==> config.mk <==
export PLATFORM = sky130hd
export DESIGN_NAME = pi_txn_queue
export DESIGN_NICKNAME = d
export VERILOG_FILES = /design/src/rtl/pi_txn_queue.sv
export SDC_FILE = /design/constraint.sdc
export NUM_CORES = 1
export LEC_CHECK = 0
export BUFFER_PORTS_ARGS = -buffer_cell sky130_fd_sc_hd__buf_4
export CAP_MARGIN = 25
export CORE_MARGIN = 2
export CORE_UTILIZATION = 38
export CTS_CLUSTER_SIZE = 8
export DETAILED_ROUTE_END_ITERATION = 10
export PLACE_DENSITY = 0.65
export REMOVE_ABC_BUFFERS = 1
export SLEW_MARGIN = 0
export SYNTH_ARGS = -nofsm -noshare
export SYNTH_HDL_FRONTEND = slang
export SYNTH_SLANG_ARGS = --single-unit
==> constraint.sdc <==
create_clock -name PI_CLK -period 3.7 [get_ports PI_CLK]
set_input_delay 0.37 -clock PI_CLK [delete_from_list [all_inputs] [get_ports PI_CLK]]
set_output_delay 0.37 -clock PI_CLK [all_outputs]
set_load 0.02 [all_outputs]
==> src/rtl/pi_txn_queue.sv <==
// pi_txn_queue: decodes Pi register strobes into 68K bus requests and queues them in order
module pi_txn_queue #(
  parameter int DEPTH = 4,
  parameter int LW    = $clog2(DEPTH) + 1
) (
  input  logic          PI_CLK,
  input  logic          RST_n,
  input  logic [1:0]    PI_A,
  input  logic          PI_WR,
  input  logic          PI_RD,
  input  logic [15:0]   PI_D_IN,
  output logic [15:0]   RD_DATA,
  output logic          TXN_BUSY,
  output logic [LW-1:0] Q_LEVEL,
  output logic          Q_OVF,
  output logic          OP_VALID,
  output logic [23:0]   OP_ADDR,
  output logic [15:0]   OP_WDATA,
  output logic          OP_RW,
  output logic          OP_UDS_n,
  output logic          OP_LDS_n,
  input  logic          OP_ACK,
  input  logic [15:0]   OP_RDATA
);
  localparam int AW = $clog2(DEPTH);
  typedef struct packed {
    logic [23:0] addr;
    logic [15:0] wdata;
    logic        rw;
    logic        uds_n;
    logic        lds_n;
  } entry_t;
  localparam entry_t IDLE_E = '{addr: 24'd0, wdata: 16'd0, rw: 1'b1, uds_n: 1'b1, lds_n: 1'b1};
  entry_t mem [DEPTH];
  entry_t head, new_e;
  logic [2:0] wr_s, rd_s;
  logic [15:0] data_hold, addr_lo;
  logic staged, staged_n;
  logic [AW-1:0] wr_ptr, rd_ptr, rd_nxt;
  logic [LW-1:0] level_n;
  logic wr_rise, commit, pop, push, full, ld_new, ld_mem;
  logic unused_rd_rise;
  assign wr_rise        = wr_s[1] & ~wr_s[2];
  assign unused_rd_rise = rd_s[1] & ~rd_s[2];
  assign commit   = wr_rise & (PI_A == 2'd2);
  assign OP_VALID = Q_LEVEL != '0;
  assign pop      = OP_ACK & OP_VALID;
  assign full     = Q_LEVEL == LW'(DEPTH);
  assign push     = commit & (~full | pop);
  assign rd_nxt   = rd_ptr + AW'(1);
  assign OP_ADDR  = head.addr;
  assign OP_WDATA = head.wdata;
  assign OP_RW    = head.rw;
  assign OP_UDS_n = head.uds_n;
  assign OP_LDS_n = head.lds_n;
  // Assemble the committed entry, next occupancy, staging flag and head reload selects
  always_comb begin
    new_e.addr  = {PI_D_IN[7:0], addr_lo};
    new_e.wdata = data_hold;
    new_e.rw    = PI_D_IN[9];
    new_e.uds_n = PI_D_IN[8] & addr_lo[0];
    new_e.lds_n = PI_D_IN[8] & ~addr_lo[0];
    level_n     = Q_LEVEL + LW'(push) - LW'(pop);
    staged_n    = (wr_rise && PI_A == 2'd1) ? 1'b1 : commit ? 1'b0 : staged;
    ld_new      = push & ((Q_LEVEL == '0) | (pop & (Q_LEVEL == LW'(1))));
    ld_mem      = pop & (Q_LEVEL > LW'(1));
  end
  // Entry storage; a push into a full queue reuses the slot being popped this cycle
  always_ff @(posedge PI_CLK) begin
    if (push) mem[wr_ptr] <= new_e;
  end
  // Strobe synchronisers, register decode, queue control and registered head
  always_ff @(posedge PI_CLK or negedge RST_n) begin
    if (!RST_n) begin
      wr_s      <= '0;
      rd_s      <= '0;
      data_hold <= '0;
      addr_lo   <= '0;
      staged    <= 1'b0;
      wr_ptr    <= '0;
      rd_ptr    <= '0;
      Q_LEVEL   <= '0;
      Q_OVF     <= 1'b0;
      TXN_BUSY  <= 1'b0;
      RD_DATA   <= '0;
      head      <= IDLE_E;
    end else begin
      wr_s      <= {wr_s[1:0], PI_WR};
      rd_s      <= {rd_s[1:0], PI_RD};
      data_hold <= (wr_rise && PI_A == 2'd0) ? PI_D_IN : data_hold;
      addr_lo   <= (wr_rise && PI_A == 2'd1) ? PI_D_IN : addr_lo;
      staged    <= staged_n;
      wr_ptr    <= push ? wr_ptr + AW'(1) : wr_ptr;
      rd_ptr    <= pop ? rd_nxt : rd_ptr;
      Q_LEVEL   <= level_n;
      Q_OVF     <= Q_OVF | (commit & ~push);
      TXN_BUSY  <= staged_n | (level_n != '0);
      RD_DATA   <= (pop && head.rw) ? OP_RDATA : RD_DATA;
      head      <= ld_new ? new_e : ld_mem ? mem[rd_nxt] : head;
    end
  end
endmodule

==> results of run 1 <==
-- cell usage after synthesis, drive strengths merged (3+ instances only) --
cell,number
edfxtp,172
dfrtp,101
mux2,49
inv,8
ha,8
xnor2,3
nor2b,3
dfstp,3
and2,6
nand3,3
or3,43
mux4,43
nand2,4
buf,24
o21ai,4
clkbuf,8
o221a,41
-- critical path, cell delays in order, from the launching register on --
cell       delay, ns
dfrtp_1         0.38
nand4bb_2       0.33
nor2_1          0.41
inv_1           0.09
ha_1            0.28
inv_1           0.04
ha_1            0.18
fa_1            0.40
xnor2_1         0.16
nor3_1          0.15
nand3_1         0.09
-- what timing repair did --
| action | in CTS | in global routing |
|---|---|---|
| buffers inserted | 0 | 0 |
| hold endpoints to repair | 2 | 0 |
| hold buffers | 2 | 0 |
-- metrics by stage --
step	hold slack, ns	instances	cell area [um2]	util [%]	power (mW)
2_1_floorplan	0.0744	510	10500	-	6.16
3_3_place_gp	0.334	1003	11900	42.8	7.33
3_5_place_dp	0.336	1005	12000	43.0	7.45
4_1_cts	0.0750	1079	13200	47.4	10.9
5_1_grt	0.0778	1079	13200	47.4	11.3
6_report	0.0910	1079	13200	47.4	10.8
-- power groups by stage --
stage,Clock (mW),Combinational [mW],Sequential [mW]
global placement,0,2.82,4.51
global route,3.62,3.16,4.50
CTS,3.47,3.00,4.43
detailed placement,0,2.98,4.47
floorplan,0,1.35,4.81
finish,3.40,2.94,4.41
-- per-layer routing --
metal | vias up | GRT usage, % | part of all wire [%]
li1 | 2470 | - | -
met2 | 146 | 26.8 | 52
met3 | 35 | 3.00 | 4.7
met5 | - | 0 | 0
met4 | 0 | 4.02 | 1.8
met1 | 2940 | 19.6 | 41
-- cell families after synthesis --
group,after synthesis,share of synthesized area (%)
flip-flops,276,72.5
multiplexers,92,14.7
AND/OR/NAND/NOR,68,3.97
AO/OA/AOI/OAI,53,5.15
buffers and inverters,40,2.20
adder cells (fa/ha/maj),9,1.12
XOR/XNOR,4,0.327
-- sequential cells by signal, indices dropped and copies added (netlist names), 2 cells and up --
signal,count
wr_ptr,2
OP_WDATA,16
addr_lo,16
mem,172
Q_LEVEL,3
data_hold,16
RD_DATA,16
wr_s,3
OP_ADDR,24
rd_ptr,2
-- final cells by class --
class,count,area share [%]
flip-flops and latches,276,59.0
well taps,378,3.59
multi-input cells,226,20.9
inverters,8,0.228
repair buffers,119,7.16
clock inverters,2,0.351
clock buffers,70,8.78
-- path summary, 6_finish.rpt --
check	slack, ns	endpoint	depth (start not counted)	start
worst max-delay path	1.06	TXN_BUSY	10	wr_s[2]
worst min-delay path	0.09	mem[0][41]	1	PI_D_IN[6]
worst max register to register	1.06	TXN_BUSY	10	wr_s[2]
worst min register to register	0.35	wr_s[1]	0	wr_s[0]
max in group asynchronous	2.26	data_hold[8]	3	RST_n
min in group asynchronous	0.51	OP_ADDR[6]	2	RST_n
==> metrics.txt, run 1 <==
Sequential Power Share=between 40% and 50%; CP Data Required Time=4.07 ns; Rows=61; Post-synth ARST share=37.7%; cts repair resizes=0; CP Launch Type=register; area of the mapped netlist=between 10,000 and 15,000 um2; gr ovfl total=0; die footprint=about 30,000 um2; Post-synth EDFFs=between 150 and 200; PD cells=817 nW/um2; Antenna Nets Post-Route=0; syn_area_per_cell=19.8 um2; Final Hold Viols=0; slew margin rel.=44.5%; # DRC=0; via/cell ratio=5.18; Clock transition at path regs=0.05 ns; pre-CTS WS=between 0.8 and 0.9 ns; Primary FF master, synth=edfxtp_1; CP max FO=7; most frequent cells in the layout=edfxtp_1 (172), buf_4 (114), dfrtp_1 (99); CTS tree=yes; io pins=roughly 100; Longest Clk Path Bufs=3; Max Clk Rate=0.378 GHz; Area contributors post-synth=edfxtp_1 (48%), dfrtp_1 (24%), mux4_2 (5.9%); RSZ-0062 raised after global routing=no; Clk pwr share=31.6%; YS warnings=0; Psw=3.18 mW; area grow syn2layout=22.9%; status=finished clean; Max Cap Violations=0; Pre-antenna DRT Iters=5; Synth area leader=edfxtp_1; Antenna Diode Count=0; final worst slack=1.06 ns; initial core utilization=38.6%; Lkg Pwr=4.82 nW; average wire per standard cell=approximately 21 um; Total Wirelength=22.3 mm; initial antenna violation count=0; worst hold path type=primary input to register; global-route usage over all layers=between 10% and 20%; CP Capture Type=register; P_int=7.58 mW; switching share of power=29.6%; critical path arrival=approximately 3 ns; CTS sink count=276; Die X=172 um; register area=7770 um2; largest net degree at the start of global routing=61; initial DRC count=425; vias in the first global route=roughly 6,000; Tcrit/Tclk final=between 70% and 80%; Worst Max-Slew Pin Slew=0.833 ns; Synth top area share=48.2%; CTS H-tree depth=2; first-pass GRT wire length=34.2 mm; gpl congestion=0.707; commonest non-fill, non-tap cell in the layout=edfxtp_1; Cells after Synth=roughly 540; setup TNS=0 ns; Setup CP Type=register to register; combined area of the multi-input logic cells=2750 um2; Final Max Slew Viols=0; nets=719; share of layout cells above drive strength 1=36.8%; minimum clock period=roughly 2.6 ns; Netlist cell types=40; # port buffers=102; Fill cells=roughly 2,400; final setup fails=0; combinational fraction of design power=between 20% and 30%; FF+latch count, synth=276; Clock Skew=0.0185 ns; sequential-to-total area share from yosys stat=72.5%; clk root buf=clkbuf_16; die span in y=172 um; CTS Buf Count=40; hpwl dp=12.6 mm; Clk Latency, worst-skew pair=0.51 ns; VDD IR-drop max=0.382 mV; via count=between 5,000 and 6,000; core area=about 28,000 um2
No activity file was read; power rests on OpenSTA's default activity.
==> inputs of run 2 (changes only) <==
- ABC_AREA: default -> 1
- clock period: 3.7 -> 2.49 ns (I/O delays scaled with it)
==> run 2 against run 1 <==
Compared with the run above: setup slack worse by 0.81 ns; count of clock-buffer cells in the layout stayed put; maximum frequency is 18% higher; sequential share of layout area is 3.5 points lower; critical path depth is 1 higher; power is 53% higher; wire length is 19% higher; clock power is 46% higher; critical path type unchanged; highest routed layer unchanged.
==> metrics.txt, run 2 <==
status=finished clean; Final Max Slew Viols=0 (unchanged); DR top layer=met4; Synth area leader=edfxtp_1; global-route usage over all layers=17.4% (+2.1 points); cts repair resizes=0 (unchanged); area grow syn2layout=23.5%; Setup CP Type=register to register; die span in y=177 um (+2.8%); Clock Skew=0.0197 ns (+0.00117 ns); first-pass GRT wire length=41.9 mm (+23%); area of the mapped netlist=11,300 um2 (+5.9%); Longest Clk Path Bufs=3 (unchanged); VDD IR-drop max=0.815 mV (+110%); Clk Latency, worst-skew pair=0.53 ns (+0.02 ns); Netlist cell types=32 (-20%); Area contributors post-synth=edfxtp_1 (46%), dfrtp_1 (22%), nand2_1 (8.9%); Rows=63 (+3.3%); syn_area_per_cell=10.7 um2 (-46%); gr ovfl total=0 (unchanged); CP Data Required Time=2.88 ns (-1.19 ns); io pins=104 (unchanged); final setup fails=0 (unchanged); P_int=10.6 mW (+40%); worst r2r path cells=11 (+1); Antenna Diode Count=0 (unchanged); setup TNS=0 ns (unchanged); Psw=5.85 mW (+84%); slew margin rel.=55.2% (+11 points); met2 routed wirelength=12.8 mm (+9.3%); Primary FF master, synth=edfxtp_1; largest net degree at the start of global routing=52 (-15%); initial core utilization=38.4% (-0.18 points); most frequent cells in the layout=nand2_1 (270), edfxtp_1 (172), nor2_1 (129); YS warnings=0 (unchanged); Pre-antenna DRT Iters=5 (unchanged); Sequential Power Share=38.3% (-2.7 points); Max Cap Violations=0 (unchanged); Clock transition at path regs=0.05 ns (about the same); combinational fraction of design power=31.6% (+4.2 points); clk root buf=clkbuf_16; Worst Max-Slew Pin Slew=0.673 ns (-0.160 ns); CTS Buf Count=40 (unchanged); RSZ-0062 raised after global routing=no; Biggest register=mem; sequential-to-total area share from yosys stat=68.5% (-4.0 points); max reg flops=172 (unchanged); CTS tree=yes; initial DRC count=635 (+49%); # DRC=0 (unchanged); Crit. Startpoint=Q_LEVEL[1]; Synth top area share=45.5% (-2.7 points); synth cell count leaders=nand2_1 (270), edfxtp_1 (172), nor2_1 (133), dfrtp_1 (101), inv_1 (74); met3 routed WL=1.38 mm (+32%); Lkg Pwr=5.99 nW (+24%); met1 WL=11.9 mm (+29%); CP Launch Type=register; Antenna Nets Post-Route=0 (unchanged); Cells after Synth=1,056 (+95%); # port buffers=102 (unchanged); switching share of power=35.5% (+6.0 points); Tcrit/Tclk final=90.2% (+19 points); CP max FO=4 (-3); minimum clock period=2.25 ns (-0.397 ns); core area=29,600 um2 (+6.4%); DP Area=12,600 um2 (+5.3%); via/cell ratio=4.82 (-7.0%); post-CTS setup repair buffer count=0 (unchanged); CTS H-tree depth=2 (unchanged); vias in the first global route=7,598 (+26%); worst hold slack=0.0152 ns (-0.0758 ns); pre-CTS WS=0.266 ns (-0.632 ns); top-count cell post-synth=nand2_1; Clk pwr share=30.1% (-1.5 points); CTS sink count=276 (unchanged); via count=7,816 (+40%); FF+latch count, synth=276 (unchanged); nets=1,248 (+74%); worst hold path type=primary input to register; worst hold path startpoint=PI_D_IN[14]; hpwl dp=14.4 mm (+14%); commonest non-fill, non-tap cell in the layout=nand2_1; critical path arrival=2.63 ns (-0.38 ns); hold path depth=3 (+2); share of layout cells above drive strength 1=16.0% (-21 points); CP Capture Type=register; Worst R2R Setup Slack=0.24 ns (-0.81 ns); Post-synth ARST share=37.7% (unchanged); Design Area, Final=14,000 um2 (+6.4%); Total Wirelength=26.6 mm (+19%); initial antenna violation count=0 (unchanged); CTS Hold Bufs=27 (+25); final worst slack=0.245 ns (-0.813 ns); gpl congestion=0.719 (+1.7%); Die X=177 um (+2.8%); PD cells=1180 nW/um2 (+44%); Post-synth EDFFs=172 (unchanged); Max Clk Rate=0.445 GHz (+18%); average wire per standard cell=16.4 um (-21%); Worst R2R Start=Q_LEVEL[1]; die footprint=31,300 um2 (+5.8%); Final Hold Viols=0 (unchanged)
run 2: worst max-delay path: stages (launching register included):
cell     delay [ns]
dfrtp_1        0.40
nor2_1         0.15
nand2_1        0.10
nand2_2        0.12
inv_2          0.05
ha_1           0.27
inv_1          0.05
ha_1           0.19
fa_1           0.39
xnor2_1        0.15
nor3_1         0.15
nand3_1        0.09
run 2: kinds of logic (layout without fill, tap and decap cells):
kind of cell / after synthesis / count (layout) / share of synthesized area (%)
AO/OA/AOI/OAI: 117 / 117 / 5.18
AND/OR/NAND/NOR: 518 / 518 / 19.6
buffers and inverters: 133 / 309 / 5.47
adder cells (fa/ha/maj): 9 / 9 / 1.06
flip-flops: 276 / 276 / 68.5
XOR/XNOR: 3 / 3 / 0.232
run 2: worst paths after layout:
path | end
worst max-delay path | TXN_BUSY
worst min-delay path | addr_lo[14]
worst max register to register | TXN_BUSY
worst min register to register | wr_s[1]
max in group asynchronous | OP_UDS_n
min in group asynchronous | OP_WDATA[2]
run 2: routing by layer:
metal / vias up / global-route usage, %
li1: 3793 / -
met1: 3764 / 23.8
met2: 213 / 28.0
met3: 46 / 3.33
met4: 0 / 5.85
met5: - / 0
run 2: power by group through the flow:
stage               sequential (mW)  clock (mW)  combinational, mW
global placement               6.36           0               5.11
detailed placement             6.39           0               5.20
finish                         6.32        4.95               5.21
CTS                            6.32        5.06               5.26
global route                   6.42        5.26               5.84
floorplan                      7.01           0               2.37
run 2: final cells by class:
type	instances	area, um2
clock buffer	70	1110
sequential	276	7770
timing repair buffer	154	1300
tap	390	488
multi-input combinational	647	2990
inverter	81	307
clock inverter	4	50.0
fill	2710	15500
run 2: per-stage QoR:
| stage | util (%) | total power, mW | cells |
|---|---|---|---|
| floorplan | - | 9.38 | 1004 |
| CTS | 47.4 | 16.6 | 1622 |
| detailed placement | 42.6 | 11.6 | 1521 |
| global route | 47.4 | 17.5 | 1622 |
| global placement | 42.6 | 11.5 | 1521 |
| finish | 47.4 | 16.5 | 1622 |
